$ cat src/rtl/fetch_unit.sv
// Instruction fetch stage: single-outstanding Wishbone pipelined reads into a one-entry buffer.
// Optional FETCH_MISALIGN_CHECK_EN adds misaligned_o and traps misaligned redirect targets.
module fetch_unit #(
    parameter logic [31:0] BOOT_ADDRESS = 32'h00000000
) (
    input  logic        clk_i,
    input  logic        rst_i,
    input  logic        branch_i,
    input  logic [31:0] branch_target_i,
    output logic        output_valid_o,
    input  logic        output_ready_i,
    output logic [31:0] instr_o,
    output logic [31:0] pc_o,
`ifdef FETCH_MISALIGN_CHECK_EN
    output logic        misaligned_o,
`endif
    output logic [31:0] wb_adr_o,
    input  logic [31:0] wb_dat_i,
    output logic        wb_we_o,
    output logic [3:0]  wb_sel_o,
    output logic        wb_cyc_o,
    output logic        wb_stb_o,
    input  logic        wb_ack_i,
    input  logic        wb_stall_i
);

    typedef enum logic [1:0] {
        START,
        REQUEST,
        WAIT_ACK,
        HOLD
    } state_t;

    state_t      state_q, state_d;
    logic [31:0] pc_q, pc_d;
    logic [31:0] instr_q, instr_d;
    logic [31:0] bpc_q, bpc_d;
    logic        valid_q, valid_d;
    logic        drop_q, drop_d;
    logic        mis_q, mis_d;
    logic [31:0] target;
    logic        transfer;
    logic        room;

`ifdef FETCH_MISALIGN_CHECK_EN
    localparam logic [31:0] NOP = 32'h00000013;
    logic target_mis;

    assign target     = branch_target_i;
    assign target_mis = |branch_target_i[1:0];
    assign misaligned_o = mis_q;
`else
    logic unused_tgt;

    assign target     = {branch_target_i[31:2], 2'b00};
    assign unused_tgt = ^branch_target_i[1:0];
`endif

    assign transfer = valid_q & output_ready_i;
    assign room     = ~valid_q | transfer;

    assign wb_cyc_o = (state_q == REQUEST) || (state_q == WAIT_ACK);
    assign wb_stb_o = (state_q == REQUEST);
    assign wb_adr_o = pc_q;
    assign wb_we_o  = 1'b0;
    assign wb_sel_o = 4'hF;

    assign output_valid_o = valid_q;
    assign instr_o        = instr_q;
    assign pc_o           = bpc_q;

    always_comb begin
        state_d = state_q;
        pc_d    = pc_q;
        valid_d = valid_q & ~transfer;
        instr_d = instr_q;
        bpc_d   = bpc_q;
        drop_d  = drop_q;
        mis_d   = mis_q;

        unique case (state_q)
            START: state_d = REQUEST;
            REQUEST: begin
                if (!wb_stall_i)
                    state_d = WAIT_ACK;
            end
            WAIT_ACK: begin
                if (wb_ack_i) begin
                    drop_d  = 1'b0;
                    state_d = REQUEST;
                    // A full, unconsumed buffer keeps its word; the
                    // acked word is discarded and refetched from pc later.
                    if (!drop_q) begin
                        if (room) begin
                            valid_d = 1'b1;
                            instr_d = wb_dat_i;
                            bpc_d   = pc_q;
                            mis_d   = 1'b0;
                            pc_d    = pc_q + 32'd4;
                        end else begin
                            state_d = HOLD;
                        end
                    end
                end
            end
            HOLD: begin
                if (transfer && !mis_q)
                    state_d = REQUEST;
            end
            default: state_d = START;
        endcase

        if (branch_i) begin
            pc_d    = target;
            valid_d = 1'b0;
            mis_d   = 1'b0;
            unique case (state_q)
                START, HOLD: state_d = REQUEST;
                REQUEST: begin
                    state_d = wb_stall_i ? REQUEST : WAIT_ACK;
                    drop_d  = ~wb_stall_i;
                end
                WAIT_ACK: begin
                    state_d = wb_ack_i ? REQUEST : WAIT_ACK;
                    drop_d  = ~wb_ack_i;
                end
                default: state_d = START;
            endcase
`ifdef FETCH_MISALIGN_CHECK_EN
            // Misaligned target: park with a NOP marker, no bus traffic.
            if (target_mis) begin
                state_d = HOLD;
                drop_d  = 1'b0;
                valid_d = 1'b1;
                instr_d = NOP;
                bpc_d   = target;
                mis_d   = 1'b1;
            end
`endif
        end
    end

    always_ff @(posedge clk_i or posedge rst_i) begin
        if (rst_i) begin
            state_q <= START;
            pc_q    <= BOOT_ADDRESS;
            instr_q <= 32'h0;
            bpc_q   <= 32'h0;
            valid_q <= 1'b0;
            drop_q  <= 1'b0;
            mis_q   <= 1'b0;
        end else begin
            state_q <= state_d;
            pc_q    <= pc_d;
            instr_q <= instr_d;
            bpc_q   <= bpc_d;
            valid_q <= valid_d;
            drop_q  <= drop_d;
            mis_q   <= mis_d;
        end
    end

endmodule

$ cat config.mk
export PLATFORM = sky130hd
export DESIGN_NAME = fetch_unit
export DESIGN_NICKNAME = d
export VERILOG_FILES = /design/src/rtl/fetch_unit.sv
export SDC_FILE = /design/constraint.sdc
export NUM_CORES = 1
export LEC_CHECK = 0
export BUFFER_PORTS_ARGS = -buffer_cell sky130_fd_sc_hd__buf_2
export CORE_MARGIN = 2
export CORE_UTILIZATION = 40
export CTS_CLUSTER_DIAMETER = 40
export DETAILED_ROUTE_END_ITERATION = 8
export PLACE_DENSITY = 0.68
export SKIP_CTS_REPAIR_TIMING = 1
export SYNTH_ARGS = -nofsm -noshare
export SYNTH_HDL_FRONTEND = slang
export SYNTH_SLANG_ARGS = --single-unit
export TNS_END_PERCENT = 5
$ cat constraint.sdc
create_clock -name clk_i -period 3.6 [get_ports clk_i]
set_input_delay 0.36 -clock clk_i [delete_from_list [all_inputs] [get_ports clk_i]]
set_output_delay 0.36 -clock clk_i [all_outputs]
set_load 0.1 [all_outputs]
After elaboration in Yosys (flattened, before gate mapping). Index checks and enable logic that the tools add are counted.

$add $sub $neg: 1. Eq/ne operators: 7. Muxes and demuxes: 29. Bitwise operators: 8. Reductions and logical operators: 11.

Operators with widths (number): 32-bit 2-to-1 mux (5); 32-bit by 3-bit adder with 32-bit output, second input constant (1); 2-bit 2-to-1 mux (8); 1-bit 2-to-1 mux (13); 3-bit inequality test, second input constant (3); 2-bit case mux with 4 select lines (1); 4-bit AND reduction (2); 2-bit case mux with 3 select lines (1); 2-bit nonzero test (3); 1-bit inverter (5); 2-bit == test, second input constant (2); 3-bit AND reduction (1); 1-bit AND (2); 2-bit by 1-bit == test with 1-bit output, second input constant (1); 2-bit zero test (1); 2-bit inequality test, second input constant (1); 1-bit case mux with 2 select lines (1); 2-bit OR reduction (1); 1-bit logical AND (1); 1-bit zero test (1); 1-bit logical OR (1); 1-bit bitwise OR (1).

Register bits: 101. Input bits: 70. Output and inout port bits: 104. Logic and storage cells: 63.

Longest topological paths before layout.
Word-level depth: 8. Mapped depth: 8. Mapped depth without buffers: 7.

Least setup slack after synthesis. OpenSTA, ideal clock, no wires.

Path kind: reg-to-reg. Start point: reg pc_q[6], in the netlist wb_adr_o[6]. End point: reg pc_q[30], in the netlist wb_adr_o[30]. Setup time: 0.082 ns. Data arrival time: 2.315 ns. Data required time: 3.518 ns. Slack: 1.203 ns. Stages on the path, launching flop included: 7. Buffers on the path: 1. Period minus slack after synthesis: 2.397 ns. Cell sequence: dfrtp_1 > and4_1 > and3_1 > buf_4 > nand3_1 > or3_1 > a31oi_1.

Cells in the longest elaborated chain, start to end: 6.

RTL lines: start: declaration (line 35) `logic [31:0] pc_q, pc_d;`; start signal: assignment (line 154) `pc_q <= pc_d;`; 32-bit by 3-bit adder with 32-bit output (line 99) `pc_d = pc_q + 32'd4;`; 32-bit 2-to-1 mux (line 94) `if (room) begin`; 32-bit 2-to-1 mux (line 93) `if (!drop_q) begin`; 32-bit 2-to-1 mux (line 88) `if (wb_ack_i) begin`; 32-bit 2-to-1 mux (line 81) `unique case (state_q)`; 32-bit 2-to-1 mux (line 113) `if (branch_i) begin`.

No other way between the ends. The select of a mux whose other input is x is not followed. A chain may end at the register's enable or synchronous reset.

Final worst setup path.
Start point: reg state_q[0]. End point: reg instr_q[3], in the netlist instr_o[3].

Cells in the longest elaborated chain, start to end: 2.

RTL lines: start: declaration (line 34) `state_t state_q, state_d;`; start signal: assignment (line 153) `state_q <= state_d;`; 2-bit == test (line 81); 4-bit AND reduction (no source line); end signal: assignment (line 155) `instr_q <= instr_d;`; end: declaration (line 36) `logic [31:0] instr_q, instr_d;`.

No other way between the ends.

==> impl_results.md <==
- Die Wd: 108 µm
- H-Tree Depth: 3
- Register area: 2400 µm²
- Status: complete, but fails checks
- Final GP Congestion: 0.760
- Final HPWL from detailed placement: 7.39 mm
- DRT Pass-1 Iters: 4
- First-pass GRT wire length: 15.6 mm
- Number of port buffers: 162
- Initial antenna violation count: 0
- Setup violators final: 0
- Post-synth EDFFs: 0
- Worst Tran Pin Value: 0.785 ns
- Crit-path max FO: 26
- DR vias/cell: 4.99
- RSZ-0062 raised after global routing: no
- Final core utilization: 51.5%
- Hold WC Path Type: input port to async pin
- Die Y-Extent: 108 µm
- Largest net degree at the start of global routing: 42
- CTS root buffer: clkbuf_8
- Failing checks: hold timing
- Slowest-stage cell, CP: nor2_4
- Mapped Cells: 366
- Startpoint Class: flip-flop
- Endpoints failing hold: 29
- Setup TNS Final: 0 ns
- Slew margin rel.: 47.5%
- Clock-pin slew on the worst setup and hold paths: 0.09 ns
- Area Overhead vs Synth: 26.8%
- Routed WL: 9.94 mm
- Fin nets: 602
- Min Tclk post-route: 2.36 ns
- Clk_lat worst skew: 0.37 ns
- Worst Clk Skew: 0.0137 ns
- Synth Register Bits: 96
- Arrival @ worst endpoint: 2.61 ns
- Sink Count: 96
- Initial DRC Count: 153
- Clock Path Buffers: 2
- Antenna violation net count after detailed routing: 0
- Layout fillers: 992
- Cell-by-cell trace of the critical path: inv_1 -> ha_1 -> nand3b_4 -> nor2_4 -> buf_4 -> mux2_2
- CTS tree: built
- # IOs: 174
- Inserted Diodes: 0
- Total track usage: 17.1%
- Core area: 10,700 µm²
- Syn avg cell area: 11.9 µm²
- Crit. End Element: flip-flop
- Fmax: 0.424 GHz
- Yosys cell types: 39
- Largest stage delay on the critical path: 0.62 ns
- Via count: 3,359
- Post-synth ARST share: 100%
- Synthesized area: 4360 µm²
- Req. time, crit path: 3.85 ns
- Hold WS: -0.0258 ns
- Kind of critical path: flip-flop to flip-flop
- Synth Flop Type: dfrtp_1
- Maxcap violations: 0
- Layout cells sized above 1: 47.5%
- Synth Warn #: 0
- Vias in the first global route: 3,129
- Slew Limit Fails: 0
- Starting Density: 40.6%
- Seq/Total Area, Yosys: 55.0%
- Site Rows: 38
- Die area: 11,800 µm²
- Detailed-route DRC error count: 0
- Fin crit share: 65.6%
- WL/cell: 14.8 µm
- Multi-input gate area: 1830 µm²
- Gr ovfl total: 0
- CTS buffer count: 9
synthesized netlist by cell type (2+ instances only):
cell,number,share of area [%]
a21oi_1,3,0.34
a31oi_1,3,0.43
and2_1,3,0.43
and3_1,9,1.3
and4_1,4,0.80
buf_2,7,0.80
buf_4,10,1.7
clkbuf_1,6,0.52
conb_1,2,0.17
dfrtp_1,96,55
ha_1,4,1.1
inv_1,9,0.77
mux2_2,63,16
nand2_1,40,3.4
nand3_1,11,1.3
nand4_1,9,1.3
nor2_1,6,0.52
nor3_1,3,0.34
nor4_1,3,0.43
o21ai_0,30,3.4
or3_1,3,0.43
xnor2_1,10,2.0
xor2_1,16,3.2
layout make-up:
cell class | count | share of cell area (%)
flip-flops and latches | 96 | 43.4
clock inverters | 4 | 1.38
repair buffers | 167 | 15.6
inverters | 9 | 0.656
well taps | 140 | 3.17
clock buffers | 12 | 2.80
multi-input cells | 245 | 33.0
logic make-up after synthesis:
kind of cell    count (synthesis)  synth area share [%]
flops                          96                  55.0
mux                            64                  16.5
buf+inv                        32                  3.81
other cells                     2                 0.172
simple gates                  100                  12.8
fa+ha+maj                       4                  1.15
compound gates                 42                  5.36
xor+xnor                       26                  5.22
path summary, 6_finish.rpt:
check,startpoint,endpoint,slack (ns),cells past startpoint
worst max-delay path,state_q[0],instr_o[3],1.24,6
worst min-delay path,rst_i,instr_o[17],-0.03,2
worst max register to register,state_q[0],instr_o[3],1.24,6
worst min register to register,instr_o[4],instr_o[4],0.51,1
max in group asynchronous,rst_i,output_valid_o,2.84,3
min in group clk_i,branch_target_i[10],wb_adr_o[10],0.19,3
metrics by stage:
stage	cell area, µm²	instances	hold slack [ns]	setup slack [ns]
global route	5530	673	0.00285	1.07
detailed placement	5300	657	0.374	1.21
finish	5530	673	-0.0258	1.24
CTS	5530	673	-0.0273	1.22
global placement	5300	657	0.374	1.31
floorplan	4390	373	0.481	0.735
flip-flops by register name (all words and copies together), names as in the netlist:
register	cells
pc_o	30
state_q	2
output_valid_o	1
wb_adr_o	30
instr_o	32
drop_q	1
cells in the final DEF, fill, tap and decap left out, types with 6 or more instances in the layout:
cell type and instances:
xor2_1 16, o21ai_0 30, conb_1 9, clkbuf_8 11
nor2_1 6, nand4_1 9, nand2_1 40, inv_1 8
dfrtp_1 96, and3_1 9, nand3_1 11, mux2_2 63
buf_2 162, xnor2_1 10
worst max-delay path: cells and delay by family, from the launching register on:
kind	cells	cell delay [ns]
flip-flops	1	0.41
adder cells (fa/ha/maj)	1	0.31
buffers and inverters	2	0.40
multiplexers	1	0.35
AND/OR/NAND/NOR	2	0.77
per-layer routing:
layer	share of wire [%]	track usage, %
met1	43	22.1
met2	49	27.7
met3	5.7	2.71
met4	2.2	8.88
met5	0	0
Power is left out: the tool's default activity adds up to more than one toggle a clock period on the data nets, which glitch-free logic cannot reach.
